<file path="src/rtl/flag_checker_wrap_counter.sv">
// wrap_counter: enabled up-counter that wraps to zero after reaching a terminal value
// Ports:
//   clk, rst     - clock and asynchronous active-high reset (count returns to 0)
//   en_i         - advance the count this cycle
//   term_val_i   - last value before wrapping
//   term_o       - count currently equals term_val_i
module wrap_counter #(
   parameter int WIDTH = 4
) (
   input  logic             clk,
   input  logic             rst,
   input  logic             en_i,
   input  logic [WIDTH-1:0] term_val_i,
   output logic             term_o
);

   logic [WIDTH-1:0] cnt_q, cnt_d;

   assign term_o = cnt_q == term_val_i;

   always_comb begin
      cnt_d = en_i ? (term_o ? '0 : cnt_q + WIDTH'(1)) : cnt_q;
   end

   always_ff @(posedge clk or posedge rst) begin
      if (rst) cnt_q <= '0;
      else     cnt_q <= cnt_d;
   end

endmodule

</file>
<file path="config.mk">
export PLATFORM = sky130hd
export DESIGN_NAME = wrap_counter
export DESIGN_NICKNAME = d
export VERILOG_FILES = /design/src/rtl/flag_checker_wrap_counter.sv
export SDC_FILE = /design/constraint.sdc
export NUM_CORES = 1
export LEC_CHECK = 0
export ABC_CLOCK_PERIOD_IN_PS = 1210
export CAP_MARGIN = 10
export CORE_AREA = 2 2 39 41
export DETAILED_ROUTE_END_ITERATION = 16
export DIE_AREA = 0 0 41 43
export HOLD_SLACK_MARGIN = 0.12
export PLACE_DENSITY = 0.49
export SKIP_LAST_GASP = 1
export SYNTH_ARGS = -nofsm -noshare
export SYNTH_HDL_FRONTEND = slang
export SYNTH_SLANG_ARGS = --single-unit
</file>
<file path="constraint.sdc">
create_clock -name clk -period 1.21 [get_ports clk]
set_input_delay 0.121 -clock clk [delete_from_list [all_inputs] [get_ports clk]]
set_output_delay 0.121 -clock clk [all_outputs]
set_load 0.02 [all_outputs]
</file>
==> impl_metrics.json <==
{
  "worstMarginPinSlew_ns": 0.236,
  "path_max_fanout": 2,
  "dp_hpwl_microns": 484,
  "die_x_microns": 41,
  "clkSlewWorstSetupHoldPaths_ns": 0.04,
  "fin_worst_skew_ns": 0.00199,
  "dieArea_sq_um": 1760,
  "start_util": 0.190,
  "tritoncts": "yes",
  "worst_slack_ns": -0.165,
  "wire_per_inst_microns": 9.38,
  "fmax_ghz": 0.727,
  "yosysUniqueCellTypes": 15,
  "ant_nets": 0,
  "critical_path_required_ns": 1.09,
  "avgViaCountPerCell": 4.00,
  "grt_pass1_vias": 249,
  "internal-power_uw": 547,
  "port_buffers": 7,
  "grt_pass1_wl_microns": 972,
  "grt_overflow": 0,
  "yosys_warnings": 0,
  "io_pins": 8,
  "htreeDepth": 1,
  "min_path_type": "in2async",
  "layout_common_cells": "8 x buf_4, 6 x clkdlybuf4s50_1, 4 x dfrtp_1",
  "seqPwrFrac": 0.280,
  "final.fill_count": 150,
  "dpl_cell_area_sq_um": 402,
  "cp-end-kind": "output port",
  "final_util": 0.317,
  "crit_chain": "xor2_1 -> nor4_4 -> buf_4",
  "power_switching_share": 0.352,
  "drtIter0Drc": 1,
  "gp_congestion": 0.644,
  "diodes": 0,
  "slew_violations": 0,
  "crit_arrival_ns": 1.25,
  "critical_path.top_delay_family": "flip-flops",
  "largest-register": "cnt_q",
  "combinationalPowerShare": 0.520,
  "final_common_cell": "buf_4",
  "synth_cells": 27,
  "track_usage": 0.0868,
  "slew_headroom": 0.842,
  "cts_root_buf": "clkbuf_4",
  "drc": 0,
  "fin_setup_tns_ns": -0.411,
  "grt_antenna_before_repair": 0,
  "vias": 240,
  "cpPeakStageDelay_ns": 0.38,
  "final_cells": 60,
  "hold_viol": 0,
  "grt_max_degree": 8,
  "power.density_nw_per_um2": 1920,
  "synth_nets": 35,
  "ys_ff_latch": 4,
  "placedCellCount": 55,
  "syn_avg_cell_area_sq_um": 9.73,
  "reg2reg_depth": 5,
  "pwr-share-clk": 0.200,
  "crit_slowest_cell": "dfrtp_1",
  "status": "complete, but fails checks",
  "path_buf_inv": 1,
  "numCtsBuffers": 3,
  "rsz0062_at_grt": "yes",
  "drtPass1Iterations": 2,
  "core-area_sq_um": 1380,
  "max-vdd-ir-drop_v": 0.000709,
  "netlist_area_sq_um": 263,
  "crit_cells": 3,
  "drive_above_1_share": 0.318,
  "cts_buffer_depth": 2,
  "die_h_microns": 43,
  "power.total_uw": 845,
  "top_regs": "cnt_q x4",
  "switching_power_uw": 298,
  "nets": 54,
  "critPathLaunchType": "flop",
  "fin_crit_sh": 1.14,
  "violations": "negative setup slack",
  "row_count": 14,
  "min_period_ns": 1.37,
  "cap_violations": 0,
  "synthToLayoutAreaGrowth_pct": 67.1,
  "clock_sinks": 4,
  "fin_area_sq_um": 439,
  "yosysSeqAreaShare": 0.381,
  "clk_latency_ns": 0.23,
  "routed_wl_microns": 563,
  "p_leak_nw": 0.215,
  "largest_reg_flops": 4,
  "finalSetupViolations": 5,
  "critical_path_class": "reg2out"
}
## final timing paths
check                           slack, ns     start        to
max in group asynchronous            0.42       rst  cnt_q[1]
worst max register to register      -0.07  cnt_q[3]  cnt_q[2]
min in group clk                     0.67      en_i  cnt_q[2]
worst max-delay path                -0.16  cnt_q[3]    term_o
worst min-delay path                 0.63       rst  cnt_q[3]
worst min register to register       0.67  cnt_q[0]  cnt_q[0]
## per-stage QoR
step,setup slack (ns),hold slack [ns]
2_1_floorplan,-0.108,-0.113
3_3_place_gp,-0.590,0.326
3_5_place_dp,-0.604,0.327
4_1_cts,-0.185,0.634
5_1_grt,-0.229,0.686
6_report,-0.165,0.631
## worst min-delay path: cells and delay by family
family / cells / cell delay, ns
buf+inv: 3 / 1.09
## per-layer routing
layer | part of all wire | up-vias | GRT usage
met1 | 0.35 | 109 | 0.0850
met2 | 0.56 | 4 | 0.128
met3 | 0.069 | 2 | 0.0366
li1 | - | 125 | -
met5 | 0 | - | 0
met4 | 0.012 | 0 | 0.0800
## power by group through the flow
stage	Sequential [mW]	Clock (mW)	Combinational [mW]
floorplan	0.253	0	0.240
global placement	0.238	0	0.432
detailed placement	0.242	0	0.436
CTS	0.240	0.177	0.449
global route	0.245	0.180	0.495
finish	0.237	0.169	0.439
## repair_timing
action,CTS,global route
hold buffers,1,0
endpoints found under the setup margin,3,5
buffers inserted,1,0
resized for setup,5,0
endpoints found under the hold margin,4,0
## cell families (layout without fill, tap and decap cells)
logic type,count (synthesis),in the layout,synth area share
and+or+nand+nor,8,8,0.224
AOI/OAI and AO/OA,5,5,0.119
xor gates and xnor gates,4,4,0.133
DFF,4,4,0.381
buffers and inverters,4,21,0.0571
adders and majority gates,1,1,0.0476
muxes,1,1,0.0381
## area by class of cell
class / count / area, sq um / share of cell area
timing repair buffer: 15 / 130 / 0.296
clock buffer: 3 / 22.5 / 0.0513
tap: 16 / 20.0 / 0.0456
multi-input combinational: 19 / 155 / 0.353
inverter: 3 / 11.3 / 0.0256
sequential: 4 / 100 / 0.228
## cells in the mapped netlist
library cell	count	area, sq um
and2b_1	1	7.51
nand2b_1	2	12.5
nand2_1	2	7.51
ha_1	1	12.5
o22ai_1	2	12.5
o21ai_0	1	5.00
nor4_4	1	21.3
buf_1	1	3.75
dfrtp_1	4	100
a21o_2	1	8.76
inv_1	3	11.3
mux2i_1	1	10.0
a21oi_1	1	5.00
xor2_1	4	35.0
nand3_1	2	10.0
Note: power is estimated with default switching activity, not from simulation.
